### config.mk
export PLATFORM = sky130hd
export DESIGN_NAME = inv_mix_columns_seq
export DESIGN_NICKNAME = d
export VERILOG_FILES = /design/src/rtl/inv_mix_columns_seq.sv
export SDC_FILE = /design/constraint.sdc
export NUM_CORES = 1
export LEC_CHECK = 0
export CORE_MARGIN = 5
export CORE_UTILIZATION = 52
export CTS_CLUSTER_SIZE = 25
export DETAILED_ROUTE_END_ITERATION = 6
export PLACE_DENSITY_LB_ADDON = 0.3
export RECOVER_POWER = 25
export SYNTH_ARGS = -nofsm -noshare
export SYNTH_HDL_FRONTEND = slang
export SYNTH_SLANG_ARGS = --single-unit
### constraint.sdc
create_clock -name clk -period 12.4 [get_ports clk]
set_clock_uncertainty 0.2 [all_clocks]
set_input_delay 3.72 -clock clk [delete_from_list [all_inputs] [get_ports clk]]
set_output_delay 3.72 -clock clk [all_outputs]
set_load 0.1 [all_outputs]
### src/rtl/inv_mix_columns_seq.sv
// Iterative AES InvMixColumns: one 128-bit state per handshake, COLS_PER_CYCLE
// columns transformed per clock through shared GF(2^8) row multipliers.
module inv_mix_columns_seq #(
    parameter int COLS_PER_CYCLE = 1
) (
    input  logic         clk,
    input  logic         rst,
    input  logic         in_valid,
    output logic         in_ready,
    input  logic [127:0] data_in,
    input  logic         bypass,
    output logic         out_valid,
    input  logic         out_ready,
    output logic [127:0] data_out
);

    localparam int         N         = 4 / COLS_PER_CYCLE;
    localparam logic [1:0] LAST_BEAT = 2'(N - 1);

    generate
        if (!(COLS_PER_CYCLE == 1 || COLS_PER_CYCLE == 2 || COLS_PER_CYCLE == 4)) begin : g_bad_cpc
            $error("inv_mix_columns_seq: COLS_PER_CYCLE must be 1, 2 or 4");
        end
    endgenerate

    typedef enum logic [1:0] {IDLE, BUSY, DONE} state_t;

    state_t                       state_q, state_d;
    logic [1:0]                   beat_q;
    logic [127:0]                 blk_q;
    logic                         byp_q;
    logic                         accept;
    logic [32*COLS_PER_CYCLE-1:0] beat_res;

    function automatic logic [7:0] xtime(input logic [7:0] b);
        return {b[6:0], 1'b0} ^ (b[7] ? 8'h1b : 8'h00);
    endfunction

    function automatic logic [31:0] inv_mix_col(input logic [31:0] col);
        logic [7:0] s  [4];
        logic [7:0] x9 [4];
        logic [7:0] xb [4];
        logic [7:0] xd [4];
        logic [7:0] xe [4];
        logic [7:0] x2, x4, x8;
        for (int r = 0; r < 4; r++) begin
            s[r]  = col[8*r +: 8];
            x2    = xtime(s[r]);
            x4    = xtime(x2);
            x8    = xtime(x4);
            x9[r] = x8 ^ s[r];
            xb[r] = x8 ^ x2 ^ s[r];
            xd[r] = x8 ^ x4 ^ s[r];
            xe[r] = x8 ^ x4 ^ x2;
        end
        return {xb[0] ^ xd[1] ^ x9[2] ^ xe[3],
                xd[0] ^ x9[1] ^ xe[2] ^ xb[3],
                x9[0] ^ xe[1] ^ xb[2] ^ xd[3],
                xe[0] ^ xb[1] ^ xd[2] ^ x9[3]};
    endfunction

    always_comb begin
        state_d   = state_q;
        in_ready  = 1'b0;
        out_valid = 1'b0;
        case (state_q)
            IDLE: begin
                in_ready = 1'b1;
                if (in_valid) state_d = BUSY;
            end
            BUSY: begin
                if (beat_q == LAST_BEAT) state_d = DONE;
            end
            DONE: begin
                out_valid = 1'b1;
                in_ready  = out_ready;
                if (out_ready) state_d = in_valid ? BUSY : IDLE;
            end
            default: state_d = IDLE;
        endcase
    end

    assign accept = in_valid & in_ready;

    // Columns handled on the current beat, selected from the latched block.
    always_comb begin
        logic [31:0] col;
        beat_res = '0;
        for (int j = 0; j < COLS_PER_CYCLE; j++) begin
            col = blk_q[32*(int'(beat_q)*COLS_PER_CYCLE + j) +: 32];
            beat_res[32*j +: 32] = byp_q ? col : inv_mix_col(col);
        end
    end

    always_ff @(posedge clk or posedge rst) begin
        if (rst) begin
            state_q  <= IDLE;
            beat_q   <= 2'd0;
            blk_q    <= '0;
            byp_q    <= 1'b0;
            data_out <= '0;
        end else begin
            state_q <= state_d;
            if (accept) begin
                blk_q  <= data_in;
                byp_q  <= bypass;
                beat_q <= 2'd0;
            end else if (state_q == BUSY) begin
                beat_q <= beat_q + 2'd1;
                for (int j = 0; j < COLS_PER_CYCLE; j++)
                    data_out[32*(int'(beat_q)*COLS_PER_CYCLE + j) +: 32] <= beat_res[32*j +: 32];
            end
        end
    end

endmodule

==> results of run 1 <==
==> layout make-up <==
class | count | area, sq um
clock buffers | 43 | 776
clock inverters | 5 | 77.6
fillers | 1816 | 7890
inverters | 4 | 16.3
multi-input cells | 663 | 5930
flip-flops and latches | 261 | 6530
well taps | 324 | 405
repair buffers | 272 | 2690
==> logic make-up (layout without fill, tap and decap cells) <==
family,Yosys count,count (layout),share of synthesized area [%]
XOR/XNOR,174,174,16.7
AO/OA/AOI/OAI,142,142,5.66
adder cells (fa/ha/maj),6,6,0.585
multiplexers,183,183,18.7
flip-flops,261,261,50.9
AND/OR/NAND/NOR,158,158,4.92
buffers and inverters,67,324,2.57
==> state kept, by name, indices dropped and copies added (netlist names) <==
signal / count
byp_q: 1
beat_q: 2
state_q: 2
data_out: 128
blk_q: 128
==> per-layer routing <==
layer  GRT usage (%)  wire [um]  vias up
li1                -          -     3878
met1            31.1      13700     4299
met2            36.5      15300      286
met3            5.61       2610       26
met4            3.56        391        0
met5               0          0        -
==> worst min-delay path by stage <==
stage	from	end	slack (ns)	cells after the start
after floorplan	blk_q[32]$_DFFE_PP0P_	blk_q[32]$_DFFE_PP0P_	0.28	1
after global placement	data_out[25]$_DFFE_PP0P_	data_out[25]$_DFFE_PP0P_	0.26	2
after detailed placement	data_out[53]$_DFFE_PP0P_	data_out[53]$_DFFE_PP0P_	0.27	2
after CTS	data_out[53]$_DFFE_PP0P_	data_out[53]$_DFFE_PP0P_	0.28	2
after global routing	data_out[77]$_DFFE_PP0P_	data_out[77]$_DFFE_PP0P_	0.30	2
final	data_out[32]$_DFFE_PP0P_	data_out[32]$_DFFE_PP0P_	0.28	2
==> layout by cell type, fill, tap and decap left out, types with 23 or more instances in the layout <==
master,netlist,routed
clkbuf_16,0,27
clkdlybuf4s50_1,0,260
dfrtp_1,261,260
mux2_2,128,128
mux2i_1,21,23
mux4_2,32,32
nand2_1,140,140
o21ai_0,112,131
xnor2_1,100,104
xnor3_1,27,27
xor2_1,27,27
==> per-stage QoR <==
| stage | std cells | worst slack, ns | cell area (sq um) | util, % | hold slack, ns |
|---|---|---|---|---|---|
| 2_1_floorplan | 991 | 1.30 | 12800 | - | 0.275 |
| 3_3_place_gp | 1524 | 2.89 | 15600 | 64.3 | 0.262 |
| 3_5_place_dp | 1524 | 2.88 | 15600 | 64.3 | 0.269 |
| 4_1_cts | 1572 | 2.87 | 16500 | 67.8 | 0.283 |
| 5_1_grt | 1572 | 2.75 | 16400 | 67.6 | 0.295 |
| 6_report | 1572 | 2.82 | 16400 | 67.6 | 0.276 |
==> worst max-delay path: cells and delay by family <==
kind | cells | cell delay [ns]
buffers and inverters | 2 | 1.66
AND/OR/NAND/NOR | 2 | 0.28
==> flow_summary.json, run 1 <==
{
  "core_area_sq_mm": 0.0243,
  "mappedNetlistNets": 1130,
  "async_flop_share_pct": 100,
  "grt_usage_pct": 22.3,
  "antenna_found_initial": 0,
  "endpoint": "in_ready",
  "overflow": 0,
  "ctsResizeCount": 0,
  "wirelength_mm": 31.9,
  "syn2layout_area_growth_pct": 28.0,
  "antenna_left": 0,
  "start_util_pct": 52.8,
  "dieArea_sq_mm": 0.0279,
  "cts_sinks": 261,
  "timing.rr.start": "beat_q[0]$_DFFE_PP0P_",
  "yosysSeqAreaShare_pct": 50.9,
  "routabilityCongestion": 0.935,
  "end_kind": "output port",
  "synth_most_common_cell": "dfrtp_1",
  "relSlewSlack_pct": -213,
  "fin_setup_tns_ns": 0,
  "holdCritPathClass": "flop to flop",
  "clkTransAtPathRegs_ns": 0.06,
  "die_x_um": 167,
  "vias_per_cell": 5.40,
  "ios": 263,
  "synthesis.area_sq_mm": 0.0128,
  "fin_nets": 1368,
  "cts_setup_buffers": 0,
  "cts_root_buf": "clkbuf_16",
  "drtPass1Iterations": 4,
  "path_class": "primary input to output port",
  "synth_largest_area_cell": "dfrtp_1",
  "grt_max_degree": 110,
  "synth_cells": 991,
  "max-cap-violations": 2,
  "vias": 8489,
  "yosysTopAreaCellShare_pct": 50.9,
  "drive_above_1_share_pct": 17.5,
  "timing.final.crit_share_pct": 77.3,
  "critical_path.max_stage_delay_ns": 1.15,
  "violations": "max-capacitance violations, max-slew violations",
  "fmax_mhz": 104,
  "clock_latency_ns": 0.52,
  "port_buffers": 262,
  "synth_edf_count": 0,
  "outcome": "finished with violations",
  "hold_buffers": 0,
  "drt-initial-drc-count": 693,
  "period_needed_ns": 9.58,
  "synth_warnings": 0,
  "syn_area_per_cell_sq_um": 13.0,
  "wl_per_cell_um": 20.3,
  "regToRegSetupSlack_ns": 6.28,
  "worst_path_max_delay_cell": "clkdlybuf4s50_1",
  "crit_required_ns": 8.48,
  "r2r_cells": 8,
  "cts_max_level": 1,
  "setup_viol": 0,
  "ys_seq_elements": 261,
  "critPathMaxFanout": 2,
  "startpoint": "out_ready",
  "ys.flop_type": "dfrtp_1",
  "rsz0062_at_grt": "no",
  "cts_buffer_depth": 3,
  "first_global_vias": 8789,
  "grt_pass1_wl_mm": 49.6,
  "tritoncts": "done",
  "ys_types": 37,
  "die_height_um": 167,
  "tightest_slew_ns": 4.68,
  "synth_common_cells": "261 x dfrtp_1, 140 x nand2_1, 128 x mux2_2",
  "slew_viol_final": 145,
  "rows": 57,
  "numCtsBuffers": 27,
  "drc": 0,
  "path_cells": "dlygate4sd3_1 > nand2b_1 > nor2b_1 > clkdlybuf4s50_1",
  "dp_hpwl_mm": 23.1,
  "arrival_ns": 5.66,
  "r2r_end": "data_out[60]$_DFFE_PP0P_",
  "start_kind": "primary input",
  "diodes": 0,
  "synth.area.top_cells": "dfrtp_1 51%, mux2_2 11%, xnor2_1 6.8%",
  "hold_viol": 0
}
Power of run 1 is not shown: default switching activity piles up to over one toggle a cycle in this logic, so the estimate is an artifact.
==> run 2: changes to the inputs <==
CORE_UTILIZATION = 47   (was 52)
clock period = 8.5 ns   (was 12.4 ns; I/O delays follow)
==> flow_summary.json, run 2 (same netlist as run 1, synthesis figures left out) <==
{
  "antenna_found_initial": 0,
  "fin_ws_ns": 2.08,
  "max-cap-violations": 4,
  "syn2layout_area_growth_pct": 28.8,
  "fin_setup_tns_ns": 0,
  "hold_buffers": 0,
  "ctsResizeCount": 0,
  "diodes": 0,
  "die_height_um": 175,
  "arrival_ns": 6.17,
  "fmax_mhz": 156,
  "largestRegisters": "blk_q x128, data_out x128",
  "nFillCells": 2140,
  "crit_required_ns": 8.25,
  "cts_buffer_depth": 3,
  "grt_pass1_wl_mm": 51.1,
  "violations": "max-capacitance violations, max-slew violations",
  "timing.final.crit_share_pct": 75.6,
  "port_buffers": 262,
  "clock_latency_ns": 0.53,
  "hold_viol": 0,
  "critical_path.max_stage_delay_ns": 2.26,
  "core_area_sq_mm": 0.0270,
  "start_util_pct": 47.6,
  "antenna_left": 0,
  "drtPass1Iterations": 4,
  "place_ws_ns": 2.16,
  "outcome": "finished with violations",
  "critPathMaxFanout": 128,
  "slew_viol_final": 243,
  "ios": 263,
  "tightest_slew_ns": 3.08,
  "relSlewSlack_pct": -105,
  "end_kind": "asynchronous set/reset pin",
  "numCtsBuffers": 27,
  "grt_usage_pct": 21.2,
  "dp_hpwl_mm": 23.9,
  "rsz0062_at_grt": "no",
  "final_cell_mix": "259 x dfrtp_1, 259 x clkdlybuf4s50_1, 140 x nand2_1, 128 x mux2_2, 113 x o21ai_0",
  "die_x_um": 175,
  "period_needed_ns": 6.42,
  "routabilityCongestion": 0.897,
  "vias": 8563,
  "fin_nets": 1368,
  "cts_sinks": 261,
  "overflow": 0,
  "drt-initial-drc-count": 541,
  "path_cells": "dlygate4sd3_1 > clkinvlp_2 > clkbuf_2",
  "vias_per_cell": 5.39,
  "cts_setup_buffers": 0,
  "start_kind": "primary input",
  "wirelength_mm": 33.0,
  "drc": 0,
  "clkTransAtPathRegs_ns": 0.06,
  "drive_above_1_share_pct": 18.8,
  "path_class": "primary input to asynchronous set/reset pin",
  "wl_per_cell_um": 20.8,
  "cts_root_buf": "clkbuf_16",
  "dieArea_sq_mm": 0.0307,
  "holdCritPathClass": "flop to flop",
  "tritoncts": "done",
  "cts_max_level": 1,
  "setup_viol": 0,
  "rows": 60,
  "first_global_vias": 8862,
  "grt_max_degree": 129,
  "worst_path_max_delay_cell": "clkbuf_2"
}
## run 2: worst paths after layout
kind	from	to	slack, ns	depth (start not counted)
min in group asynchronous	rst	data_out[92]$_DFFE_PP0P_	2.50	2
hold / removal	data_out[47]$_DFFE_PP0P_	data_out[47]$_DFFE_PP0P_	0.28	2
hold reg to reg	data_out[47]$_DFFE_PP0P_	data_out[47]$_DFFE_PP0P_	0.28	2
setup reg to reg	beat_q[0]$_DFFE_PP0P_	data_out[92]$_DFFE_PP0P_	2.72	8
setup / recovery	rst	blk_q[13]$_DFFE_PP0P_	2.08	3
max in group clk	out_ready	in_ready	2.11	4
## run 2: worst max-delay path: cells and delay by family
kind / cells / cell delay [ns]
buf+inv: 3 / 3.50
## run 2: stage by stage
step | cells | util, % | hold slack (ns) | instance area [sq um]
5_1_grt | 1590 | 61.3 | 0.302 | 16500
6_report | 1590 | 61.3 | 0.275 | 16500
2_1_floorplan | 991 | - | 0.275 | 12800
3_5_place_dp | 1541 | 58.1 | 0.269 | 15700
4_1_cts | 1590 | 61.5 | 0.283 | 16600
3_3_place_gp | 1541 | 58.1 | 0.261 | 15700
## run 2: metal layers
metal / wire, um / up-vias / GRT usage (%)
li1: - / 3884 / -
met1: 14200 / 4312 / 29.0
met2: 15500 / 318 / 34.6
met3: 2610 / 49 / 5.02
met4: 649 / 0 / 5.01
met5: 0 / - / 0
## run 2: area by class of cell
type / instances / area, sq um / area share (%)
Sequential cell: 261 / 6530 / 39.5
Multi-Input combinational cell: 663 / 5950 / 36.0
Timing Repair Buffer: 272 / 2690 / 16.2
Clock buffer: 35 / 766 / 4.63
Tap cell: 341 / 427 / 2.58
Clock inverter: 14 / 150 / 0.908
Inverter: 4 / 16.3 / 0.0984
Power of run 2 is left out for the same reason.
==> run 3: changes to the inputs <==
clock period = 5.8 ns   (was 8.5 ns; I/O delays follow)
==> flow_summary.json, run 3 (same netlist as run 1, synthesis figures left out) <==
{
  "wirelength_mm": 33.7,
  "tightest_slew_ns": 1.95,
  "path_class": "primary input to output port",
  "worst_path_max_delay_cell": "dlygate4sd3_1",
  "hold_buffers": 0,
  "vias": 8573,
  "final_cells": 1589,
  "crit_required_ns": 3.86,
  "ios": 263,
  "max-cap-violations": 2,
  "antenna_found_initial": 0,
  "drc": 0,
  "critical_path.max_stage_delay_ns": 0.52,
  "clkTransAtPathRegs_ns": 0.06,
  "final_util_pct": 61.5,
  "first_global_vias": 9017,
  "grt_max_degree": 93,
  "place_ws_ns": 1.08,
  "wl_per_cell_um": 21.2,
  "rsz0062_at_grt": "no",
  "r2r_end": "data_out[124]$_DFFE_PP0P_",
  "die_height_um": 175,
  "dieArea_sq_mm": 0.0307,
  "outcome": "finished with violations",
  "grt_usage_pct": 21.7,
  "vias_per_cell": 5.40,
  "fin_setup_tns_ns": 0,
  "numCtsBuffers": 28,
  "holdPathEnd": "data_out[47]$_DFFE_PP0P_",
  "fin_nets": 1371,
  "slew_viol_final": 38,
  "start_util_pct": 47.6,
  "violations": "max-capacitance violations, max-slew violations",
  "final_cell_mix": "259 x dfrtp_1, 259 x clkdlybuf4s50_1, 140 x nand2_1, 128 x mux2_2, 112 x o21ai_0",
  "dp_hpwl_mm": 24.6,
  "hold_viol": 0,
  "cts_buffer_depth": 3,
  "critPathMaxFanout": 2,
  "syn2layout_area_growth_pct": 29.1,
  "tritoncts": "done",
  "antenna_left": 0,
  "fmax_mhz": 208,
  "holdPathStages": 2,
  "cts_max_level": 1,
  "relSlewSlack_pct": -30.1,
  "nFillCells": 2117,
  "timing.rr.start": "beat_q[0]$_DFFE_PP0P_",
  "critical_path.top_delay_family": "buffers and inverters",
  "path_buf_inv": 2,
  "path_cells": "dlygate4sd3_1 > nand2b_1 > nor2b_1 > buf_4",
  "ctsResizeCount": 0,
  "cts_sinks": 261,
  "rows": 60,
  "routabilityCongestion": 0.893,
  "regToRegSetupSlack_ns": 1.52,
  "clock_latency_ns": 0.54,
  "drt-initial-drc-count": 663,
  "drtPass1Iterations": 5,
  "fin_ws_ns": 0.986,
  "cts_setup_buffers": 0,
  "die_x_um": 175,
  "r2r_cells": 8,
  "core_area_sq_mm": 0.0270,
  "hp-start": "data_out[47]$_DFFE_PP0P_",
  "largestRegisters": "blk_q x128, data_out x128",
  "start_kind": "primary input",
  "period_needed_ns": 4.81,
  "setup_viol": 0,
  "grt_pass1_wl_mm": 52.5,
  "dp_cells": 1543,
  "holdCritPathClass": "flop to flop",
  "overflow": 0,
  "port_buffers": 262,
  "timing.final.crit_share_pct": 83.0,
  "drive_above_1_share_pct": 18.4,
  "cts_root_buf": "clkbuf_16",
  "arrival_ns": 2.87,
  "end_kind": "output port"
}
==> run 3: worst max-delay path by stage <==
stage / start / endpoint / slack, ns / cells after the start
floorplan: rst / beat_q[0]$_DFFE_PP0P_ / 0.42 / 1
global placement: out_ready / in_ready / 1.07 / 4
detailed placement: out_ready / in_ready / 1.08 / 4
CTS: out_ready / in_ready / 1.06 / 4
global route: rst / blk_q[121]$_DFFE_PP0P_ / 0.53 / 3
finish: out_ready / in_ready / 0.99 / 4
==> run 3: layer usage <==
metal  track usage [%]  routed length (um)  share of wire, %
met5                 0                   0                 0
met4              5.92                 875               2.6
met3              5.92                2680               7.9
met2              34.8               15700                47
met1              29.4               14500                43
==> run 3: layout make-up <==
type / instances / area, sq um / share of cell area, %
Inverter: 4 / 16.3 / 0.0981
Antenna cell: 1 / 2.50 / 0.0151
Tap cell: 341 / 427 / 2.57
Clock buffer: 40 / 807 / 4.87
Sequential cell: 261 / 6530 / 39.4
Timing Repair Buffer: 274 / 2750 / 16.6
Multi-Input combinational cell: 663 / 5980 / 36.1
Clock inverter: 5 / 60.1 / 0.362
==> run 3: through the flow <==
stage,cell area [sq um],hold WS (ns)
finish,16600,0.279
floorplan,12800,0.275
detailed placement,15700,0.271
CTS,16600,0.285
global placement,15700,0.262
global route,16600,0.297
==> run 3: worst min-delay path: stages, from the launching register on <==
cell	delay, ns
dfrtp_1	0.34
nand2_1	0.05
o21ai_0	0.06
Power of run 3 is left out for the same reason.
==> variant, RTL diff (settings of run 1) <==
Reset style: synchronous (`rst`), changed in one clocked block.
--- a/src/rtl/inv_mix_columns_seq.sv
+++ b/src/rtl/inv_mix_columns_seq.sv
@@ -92,7 +92,7 @@
         end
     end
 
-    always_ff @(posedge clk or posedge rst) begin
+    always_ff @(posedge clk) begin
         if (rst) begin
             state_q  <= IDLE;
             beat_q   <= 2'd0;
Function: changed (Yosys sat finds a counterexample within 4 cycles, from zero or initial values and one cycle with rst high; the reset may be asserted at any time).
==> variant against run 1 <==
- the flow still finishes with violations (capacitance limit, slew limit)
- non-clock buffer count rose by 4
- sequential cell count did not move
- routed wire length increased by 16%
- synthesized area unchanged
- critical path type unchanged
- die area did not move
- utilization fell by 0.46 points
- design area fell by 0.69%
- worst setup slack got worse by 0.22 ns
Power is left out: it rests on default switching activity, and per cell area and clock period it moved more than threefold.
==> variant: results (changes against run 1) <==
Top post-synthesis cells by area = dfxtp_1 41%, xnor3_1 9.3%, nand2_1 9.1%
Hold_sp = blk_q[9]$_SDFFE_PP0P_
Crit path DAT = 5.89 ns (+0.23 ns)
R2R Path End = data_out[13]$_SDFFE_PP0P_
Reg2reg start = beat_q[0]$_SDFFE_PP0N_
Slew Limit Headroom = -177% (+36 points)
Top Registers = blk_q x128, data_out x128
Sequential area share after synthesis = 40.7% (-10 points)
PortBufs = 262 (unchanged)
Worst path max stage delay = 1.23 ns (+0.08 ns)
DP HPWL = 26200 um (+13%)
GRT Overall Usage = 25.4% (+3.1 points)
Max Cap Violations = 2 (unchanged)
Slowest-stage cell, CP = clkdlybuf4s50_1
Post-synth ARST share = 0% (-100 points)
Pins Over Slew Limit = 171 (+18%)
Largest net degree at the start of global routing = 116 (+5.5%)
Status = finished with violations
Final #Nets = 1673 (+22%)
Vias per cell = 5.56 (+2.9%)
WL/cell = 19.7 um (-3.2%)
Drt pass-1 iters = 5 (+1)
Syn nets = 1482 (+31%)
Post-Synthesis Cells = 1343 (+36%)
Initial DRC count = 1045 (+51%)
Hold Slack = 0.253 ns (-0.0237 ns)
Failing checks = capacitance limit, slew limit
Reg-to-reg setup timing slack = 8.19 ns (+1.91 ns)
Fraction of layout cells with a size suffix above 1 = 8.18% (-9.4 points)
Count leader, synth = nand2_1
Vias = 10400 (+23%)
Worst-path fanout max = 3 (+1)
PnR worst setup slack = 2.59 ns (-0.225 ns)
Synth top area share = 40.7% (-10 points)
Global-route wire length before repair = 57400 um (+16%)
Placed insts = 1829 (+20%)
Yosys warns = 0 (unchanged)
Worst skew pair latency = 0.55 ns (+0.03 ns)
Hold EP = blk_q[9]$_SDFFE_PP0P_
Number of antenna violations at the first check in global routing = 1 (+1)
Placed Area = 15400 sq um (-1.2%)
Commonest cells in the netlist = 311 x nand2_1, 261 x dfxtp_1, 152 x a21oi_1
[variant: cell type report]
cell class                      count  area [sq um]
Multi-Input combinational cell    964          7060
Tap cell                          324           405
Fill cell                        1888          8000
Clock inverter                      5          68.8
Sequential cell                   261          5230
Antenna cell                        1          2.50
Timing Repair Buffer              276          2720
Clock buffer                       43           816
Inverter                            4          15.0
[variant: kinds of logic (layout without fill, tap and decap cells)]
| group | count (synthesis) | count (layout) | share of synthesized area (%) |
|---|---|---|---|
| buf+inv | 118 | 328 | 4.43 |
| xor+xnor | 168 | 168 | 19.9 |
| fa+ha+maj | 6 | 6 | 0.585 |
| flops | 261 | 261 | 40.7 |
| mux | 36 | 36 | 5.95 |
| compound gates | 305 | 305 | 14.4 |
| simple gates | 449 | 449 | 14.0 |
| other cells | 0 | 1 | 0 |
[variant: metal layers]
metal	part of all wire, %	track usage (%)	vias to the layer above
met5	0	0	-
met4	2.2	6.90	0
met3	6.7	3.89	48
met2	50	43.3	383
met1	41	33.9	5029
li1	-	-	4974
